**src/rtl/photon_pkg.sv**
```systemverilog
// Shared PHOTON-256 constants, GF(2^4) arithmetic and the state cell mapping.
// Cell (row i, col j) sits at state[255-4*(8i+j) -: 4], row-major, MSB first.
package photon_pkg;

  localparam int D      = 8;
  localparam int NROUND = 12;

  localparam logic [3:0] RC [12] = '{4'h1, 4'h3, 4'h7, 4'hE, 4'hD, 4'hB,
                                     4'h6, 4'hC, 4'h9, 4'h2, 4'h5, 4'hA};
  localparam logic [3:0] IC [8]  = '{4'h0, 4'h1, 4'h3, 4'h7, 4'hF, 4'hE, 4'hC, 4'h8};
  localparam logic [3:0] Z  [8]  = '{4'h2, 4'h4, 4'h2, 4'hB, 4'h2, 4'h8, 4'h5, 4'h6};

  typedef enum logic [1:0] {IDLE, RND, MIX} fsm_e;

  // Carry-less product followed by reduction mod x^4+x+1.
  function automatic logic [3:0] gf16_mul(input logic [3:0] a, input logic [3:0] b);
    logic [6:0] p;
    p = '0;
    for (int k = 0; k < 4; k++)
      if (b[k]) p = p ^ (7'(a) << k);
    for (int k = 6; k >= 4; k--)
      if (p[k]) p = p ^ (7'b0010011 << (k - 4));
    return p[3:0];
  endfunction

  function automatic int cell_msb(input int i, input int j);
    return 255 - 4 * (8 * i + j);
  endfunction

endpackage

```
**src/rtl/photon_mix_step.sv**
```systemverilog
// One serial A-step on a column: shift cells up, append sum of Z[k]*c_k.
// Combinational; c0 occupies col[31:28].
module photon_mix_step
  import photon_pkg::*;
(
  input  logic [31:0] col,
  output logic [31:0] col_next
);

  logic [3:0] acc;

  always_comb begin
    acc = '0;
    for (int k = 0; k < 8; k++)
      acc = acc ^ gf16_mul(Z[k], col[31-4*k -: 4]);
    col_next = {col[27:0], acc};
  end

endmodule

```
**src/rtl/photon_sbox.sv**
```systemverilog
// 4-bit PHOTON/PRESENT S-box, purely combinational.
module photon_sbox (
  input  logic [3:0] x,
  output logic [3:0] y
);

  always_comb begin
    case (x)
      4'h0: y = 4'hC;  4'h1: y = 4'h5;  4'h2: y = 4'h6;  4'h3: y = 4'hB;
      4'h4: y = 4'h9;  4'h5: y = 4'h0;  4'h6: y = 4'hA;  4'h7: y = 4'hD;
      4'h8: y = 4'h3;  4'h9: y = 4'hE;  4'hA: y = 4'hF;  4'hB: y = 4'h8;
      4'hC: y = 4'h4;  4'hD: y = 4'h7;  4'hE: y = 4'h1;  default: y = 4'h2;
    endcase
  end

endmodule

```
**src/rtl/photon_permutation.sv**
```systemverilog
// Iterative PHOTON-256 permutation: 12 rounds of 1 AC/SC/SR edge + 8 mix edges, done 108 edges after start.
// start is only sampled in IDLE; requests while busy are dropped, not queued.
module photon_permutation
  import photon_pkg::*;
(
  input  logic         clk,
  input  logic         rst_n,
  input  logic         start,
  input  logic [255:0] state_in,
  output logic         busy,
  output logic         done,
  output logic [255:0] state_out
);

  fsm_e         fsm;
  logic [3:0]   round;
  logic [2:0]   step;
  logic [255:0] work;
  logic [255:0] ac, sb, sr, mx;
  logic [31:0]  col_in  [8];
  logic [31:0]  col_out [8];

  always_comb begin
    ac = work;
    for (int i = 0; i < 8; i++)
      ac[cell_msb(i, 0) -: 4] = work[cell_msb(i, 0) -: 4] ^ RC[round] ^ IC[i];
  end

  for (genvar k = 0; k < 64; k++) begin : g_sbox
    photon_sbox u_sbox (.x(ac[4*k +: 4]), .y(sb[4*k +: 4]));
  end

  // Row i rotates left by i cells.
  always_comb begin
    sr = '0;
    for (int i = 0; i < 8; i++)
      for (int j = 0; j < 8; j++)
        sr[cell_msb(i, j) -: 4] = sb[cell_msb(i, (j + i) % 8) -: 4];
  end

  always_comb begin
    col_in = '{default: '0};
    for (int j = 0; j < 8; j++)
      for (int i = 0; i < 8; i++)
        col_in[j][31-4*i -: 4] = work[cell_msb(i, j) -: 4];
  end

  for (genvar j = 0; j < 8; j++) begin : g_mix
    photon_mix_step u_mix (.col(col_in[j]), .col_next(col_out[j]));
  end

  always_comb begin
    mx = '0;
    for (int j = 0; j < 8; j++)
      for (int i = 0; i < 8; i++)
        mx[cell_msb(i, j) -: 4] = col_out[j][31-4*i -: 4];
  end

  always_ff @(posedge clk or negedge rst_n) begin
    if (!rst_n) begin
      fsm       <= IDLE;
      round     <= '0;
      step      <= '0;
      work      <= '0;
      busy      <= 1'b0;
      done      <= 1'b0;
      state_out <= '0;
    end else begin
      done <= 1'b0;
      case (fsm)
        IDLE: begin
          if (start) begin
            work  <= state_in;
            round <= '0;
            step  <= '0;
            busy  <= 1'b1;
            fsm   <= RND;
          end
        end
        RND: begin
          work <= sr;
          step <= '0;
          fsm  <= MIX;
        end
        MIX: begin
          work <= mx;
          step <= step + 3'd1;
          if (step == 3'd7) begin
            if (round == 4'(NROUND - 1)) begin
              round     <= '0;
              busy      <= 1'b0;
              done      <= 1'b1;
              state_out <= mx;
              fsm       <= IDLE;
            end else begin
              round <= round + 4'd1;
              fsm   <= RND;
            end
          end
        end
        default: fsm <= IDLE;
      endcase
    end
  end

endmodule

```
**config.mk**
```make
export PLATFORM = sky130hd
export DESIGN_NAME = photon_permutation
export DESIGN_NICKNAME = d
export VERILOG_FILES = /design/src/rtl/photon_pkg.sv /design/src/rtl/photon_mix_step.sv /design/src/rtl/photon_sbox.sv /design/src/rtl/photon_permutation.sv
export SDC_FILE = /design/constraint.sdc
export NUM_CORES = 2
export LEC_CHECK = 0
export CORE_MARGIN = 2
export CORE_UTILIZATION = 47
export DETAILED_ROUTE_END_ITERATION = 8
export PLACE_DENSITY = 0.76
export SYNTH_ARGS = -nofsm -noshare
export SYNTH_HDL_FRONTEND = slang
export SYNTH_SLANG_ARGS = --single-unit
```
**constraint.sdc**
```tcl
create_clock -name clk -period 2.7 [get_ports clk]
set_input_delay 0.54 -clock clk [delete_from_list [all_inputs] [get_ports clk]]
set_output_delay 0.54 -clock clk [all_outputs]
set_load 0.03 [all_outputs]
```
; ---- Word level (Yosys, flattened, before mapping)
; Memories as Yosys holds them, arrays and structs flattened.
; Index checks and enable logic that the tools add are counted.
[totals]
regBits = 523
latchBits = 0
mem_bits_rw = 0
mem_bits_ro = 4160
in_bits = 259
out_inout_bits = 258
elab_cells = 1015
memories = 65
[mem_list]
columns = name, depth, word_bits, read_ports, rd_ports_with_merged_regs, wr, line_no
row1 = (no name shown), 16, 4, 1, 0, 0, photon_permutation.sv:26  ; ac[cell_msb(i, 0) -: 4] = work[cell_msb(i, 0) -: 4] ^ RC[round] ^ IC[i];
row2 = (no name shown), 16, 4, 1, 0, 0, photon_sbox.sv:8  ; case (x)
row3 = (no name shown), 16, 4, 1, 0, 0, photon_sbox.sv:8
row4 = (no name shown), 16, 4, 1, 0, 0, photon_sbox.sv:8
row5 = (no name shown), 16, 4, 1, 0, 0, photon_sbox.sv:8
row6 = (no name shown), 16, 4, 1, 0, 0, photon_sbox.sv:8
row7 = 59 more memories, -, -, -, -, -, -
[classes]
n_addsub = 2
n_mul = 0
div = 0
n_lt_le_gt_ge = 1
eq_ne = 7
shift = 0
muxes = 469
n_bitwise = 456
reduce_logical = 8
[ops]
columns = operator, n
row1 = 256-bit one-hot mux with 3 select lines, 1
row2 = 4-bit two-way mux, 133
row3 = 2-bit NOT, 194
row4 = 3-bit two-way mux, 113
row5 = 5-bit two-way mux, 64
row6 = 256-bit two-way mux, 1
row7 = 4-bit bitwise XOR, 64
row8 = 6-bit two-way mux, 40
row9 = 2-bit two-way mux, 90
row10 = "1-bit NOT, first input constant", 120
row11 = 7-bit two-way mux, 16
row12 = 1-bit NOT with 2-bit output, 48
row13 = 2-bit NOT with 3-bit output, 24
row14 = 3-bit one-hot mux with 3 select lines, 1
row15 = 4-bit one-hot mux with 2 select lines, 1
row16 = 1-bit two-way mux, 7
row17 = "2-bit inequality test, second input constant", 3
row18 = 3-bit NOT, 2
row19 = 2-bit one-hot mux with 3 select lines, 1
row20 = 3-bit AND reduction, 2
row21 = "5-bit >= comparator, second input constant", 1
row22 = 4-bit NOT with 5-bit output, 1
row23 = "4-bit by 1-bit adder with 4-bit output, second input constant", 1
row24 = "4-bit == test, second input constant", 1
row25 = other kinds (12), 14

; ---- Longest topological paths before layout
[depth]
depth_word = 19
depth_mapped = 11
mapped_depth_nobuf = 11

; ---- By module
; A second synthesis with hierarchy kept.
[unflattened]
cells_unflattened = 3958
area_unflattened_um2 = 41837.6
[by_module_without_submodules]
columns = mod, n_inst, cells_per_inst, area_each_um2, seq_area_each_um2
row1 = photon_permutation, 1, 2366, 25201.7, 13087.6
row2 = photon_sbox, 64, 18, 185.2, 0.0
row3 = photon_mix_step, 8, 55, 598.1, 0.0

; ---- Least setup slack after synthesis
; Ideal clock, no wire load.
[synth_path]
kind = reg-to-reg
from = register round[1]
to = register work[82]
setup_ns = 0.124
t_arrival_ns = 2.744
required_time_ns = 2.576
slack_ns = -0.168
stages_incl_launch_ff = 11
n_path_buf = 0
period_less_slack_ns = 2.868
path_cell_list = dfrtp_1 > inv_1 > ha_1 > nor2b_4 > o31ai_4 > xor2_2 > inv_1 > ha_1 > mux4_2 > a221oi_2 > nor3_1
[synth_via]
elab_chain_cells = 8
[synth_lines]
columns = element, line_no
row1 = start: declaration, photon_permutation.sv:16  ; logic [3:0] round;
row2 = start signal: assignment, photon_permutation.sv:96  ; round <= round + 4'd1;
row3 = 4-bit NOT with 5-bit output (not written as such) (*), photon_permutation.sv:26
row4 = memory 16 x 4 bit (*), -
row5 = 4-bit two-way mux (*) (2 in a row), -
row6 = 4-bit bitwise XOR (*), photon_permutation.sv:26
row7 = 3-bit NOT (no source line), -
row8 = memory 16 x 4 bit (*), -
row9 = 256-bit one-hot mux with 3 select lines (*), photon_permutation.sv:70  ; case (fsm)
row10 = end signal: assignment, photon_permutation.sv:73  ; work <= state_in;
row11 = end signal: assignment, photon_permutation.sv:81  ; work <= sr;
row12 = end signal: assignment, photon_permutation.sv:86  ; work <= mx;
row13 = end: declaration, photon_permutation.sv:18  ; logic [255:0] work;
; Every way passes the cells marked *; elsewhere a longest branch is shown, timed or not. The select of a mux whose other input is x is not followed.
; A chain may end at the register's enable or synchronous reset.

; ---- Worst setup path in the final report
[layout_path]
from = register round[1]
to = register work[167]
[layout_via]
elab_chain_cells = 8
[layout_lines]
columns = element, line_no
row1 = 4-bit NOT with 5-bit output (not written as such) (*), photon_permutation.sv:26
row2 = memory 16 x 4 bit (*), -
row3 = 4-bit two-way mux (*) (2 in a row), -
row4 = 4-bit bitwise XOR (*), photon_permutation.sv:26
row5 = 2-bit NOT (no source line), -
row6 = memory 16 x 4 bit (*), -
row7 = 256-bit one-hot mux with 3 select lines (*), photon_permutation.sv:70
; Marks and branches as above.

==> results_dict.tcl <==
set metrics [dict create \
    grt_overflow 0 \
    synth-edff-count 0 \
    worst_ep_required_time_ps 3240 \
    area_growth_pct 27.9 \
    crit_family "simple AND/OR/NAND/NOR gates" \
    synth_cell_types 62 \
    cp-end-kind "flip-flop" \
    via_per_inst 6.21 \
    worstPathArrival_ps 3190 \
    crit_buf_inv 4 \
    grt_pass1_wl_um 223000 \
    clock-skew-final_ps 29.7 \
    period_share_pct 98.2 \
    worst-path-max-fanout 6 \
    drive_above_1_share_pct 19.2 \
    grt.total_usage_pct 36.2 \
    die_w_um 289 \
    drv_cap 0 \
    yosys_warnings 0 \
    portBuffers 516 \
    stdcell_area_um2 48700 \
    firstDrtPassIters 6 \
    post-route-drc-count 0 \
    crit_start "round[1]" \
    syn_area_um2 38100 \
    cts.htree.levels 2 \
    whs_ps 348 \
    design.final.nets 5177 \
    die_y_um 289 \
    clock_sinks 523 \
    clkLatencyLatePin_ps 650 \
    ys.flop_type "dfrtp_1" \
    synth-seq-cells 523 \
    synth-seq-area-share_pct 34.3 \
    yosysMostFrequentCell "dfrtp_1" \
    vias 35300 \
    drt_wl_total_um 155000 \
    grt_start_max_net_pins 135 \
    placed_cell_area_um2 46400 \
    final.min_clock_period_ps 2650 \
    worstHoldPathType "in -> async" \
    status "finished clean" \
    syn_nets 4586 \
    cp_cell_sequence "inv_2 > ha_4 > nor2b_4 > o31ai_4 > buf_6 > buf_12 > buf_4 > xor2_2 > ha_1 > or4_1 > a311oi_1" \
    reg2reg_to "work[167]" \
    drtIter0Drc 4788 \
    grt_pass1_vias 33400 \
    start_util_pct 47.4 \
    dieArea_um2 83400 \
    finalHoldViolations 0 \
    async_reset_ff_share_pct 100 \
    cp_slowest_cell "or4_1" \
    syn_inst 3972 \
    synthTopCellsByArea "dfrtp_1 (34%), ha_1 (12%), mux2_2 (9.1%), xnor2_1 (6.9%), o21ai_0 (5.6%)" \
    crit_type "reg -> reg" \
    drv_slew 0 \
    slew_headroom_pct 47.2 \
    fmax_mhz 377 \
    rsz0062_at_grt "true" \
    drtAntennaViolNets 0 \
    netlist_top_cells_count "dfrtp_1 (523), o21ai_0 (430), ha_1 (355)" \
    slowest_delay_ps 510 \
    clk_pin_slew_ps 60 \
    syn_area_per_cell_um2 9.60 \
    synth_top_area_share_pct 34.3 \
    antenna_found_initial 19 \
    reg2reg_slack_ps 50 \
    num_rows 104 \
    setup_viol 0 \
    hpwl_um 117000 \
    cts-root-buf "clkbuf_16" \
    cts_tree "done" \
    yosys.area.top_type "dfrtp_1" \
    gp_congestion 1.02 \
    wire_per_inst_um 27.3 \
    core_um2 80400 \
    cts_inserted_buffers 59 \
    critPathLaunchType "flip-flop" \
    ioPinCount 517 \
    clockBufferDepth 3 \
    tightest_slew_ps 791 \
    r2r-start "round[1]" \
    worstRegToRegCells 11 \
]
==> cell usage in the layout, fill, tap and decap left out, drive strengths merged, types with 5 or more instances in the layout <==
cell | synthesis | final
mux2 | 309 | 309
buf | 37 | 364
o21a | 7 | 7
nor2b | 19 | 19
clkbuf | 313 | 73
bufinv | 0 | 8
xnor2 | 303 | 303
a211oi | 73 | 73
o21ai | 432 | 432
mux4 | 70 | 70
or3 | 11 | 11
nand3 | 14 | 14
inv | 178 | 182
a221o | 103 | 103
o22ai | 9 | 9
o311ai | 12 | 12
mux2i | 19 | 19
o2111ai | 5 | 5
o211ai | 71 | 71
o31ai | 68 | 68
diode | 0 | 14
o221ai | 28 | 28
clkdlybuf4s50 | 0 | 515
clkinvlp | 0 | 9
ha | 355 | 355
a221oi | 100 | 100
nand2 | 321 | 321
nor3 | 45 | 45
a21oi | 151 | 151
nand2b | 8 | 8
xor2 | 63 | 63
a31oi | 6 | 6
clkinv | 1 | 14
nor2 | 285 | 285
dfrtp | 523 | 523
==> per-layer routing <==
layer / GRT usage (%) / vias up / part of all wire [%]
met5: 0 / - / 0.073
met4: 23.1 / 18 / 7.3
met3: 9.08 / 496 / 12
met2: 53.5 / 2269 / 43
met1: 47.5 / 17200 / 38
li1: - / 15300 / -
==> cells by family (layout without fill, tap and decap cells) <==
logic type               Yosys count  count (layout)  share of synthesized area [%]
AO/OA/AOI/OAI                   1087            1087                           18.8
XOR/XNOR                         367             367                           8.55
adder cells (fa/ha/maj)          355             355                           11.7
buffers and inverters            529            1166                           5.30
flip-flops                       523             523                           34.3
multiplexers                     398             398                           13.8
other                              0              14                              0
AND/OR/NAND/NOR                  713             713                           7.57
==> area by class of cell <==
cell class / count / area [um2]
fill: 6696 / 31700
multi-input combinational: 2920 / 23200
sequential: 523 / 13100
timing repair buffer: 880 / 8300
clock buffer: 73 / 1630
tap: 1060 / 1330
inverter: 179 / 677
clock inverter: 34 / 430
antenna: 14 / 35.0
==> sequential cells by signal (all words and copies together), names as in the netlist <==
name,count
work,256
step,3
round,4
busy,1
done,1
state_out,256
fsm,2
==> metrics by stage <==
step                      setup TNS [ps]  worst slack, ps  instances  util (%)
final                                  0             49.0       5683      60.6
after global routing                -133            -47.2       5677      60.6
after floorplan                    -14.0            -14.0       3972         -
after detailed placement           -3.92            -3.92       5551      57.7
after CTS                              0             30.6       5659      60.2
after global placement                 0             11.0       5551      57.7
==> worst max path at each step <==
stage                 to  cells after the start
6_report       work[167]                     11
5_1_grt         work[27]                     11
4_1_cts         work[82]                     11
3_5_place_dp    work[82]                     11
3_3_place_gp    work[82]                     11
2_1_floorplan   work[82]                     10
==> timing repair <==
item / in CTS / in global routing
hold buffers: 1 / 0
endpoints found under the hold margin: 16 / 0
resized for setup: 1 / 26
setup buffers: 0 / 10
pin swaps: 0 / 9
setup endpoints to repair: 1 / 22
Power is not shown: default switching activity piles up to over one toggle a cycle in this logic, so the estimate is an artifact.
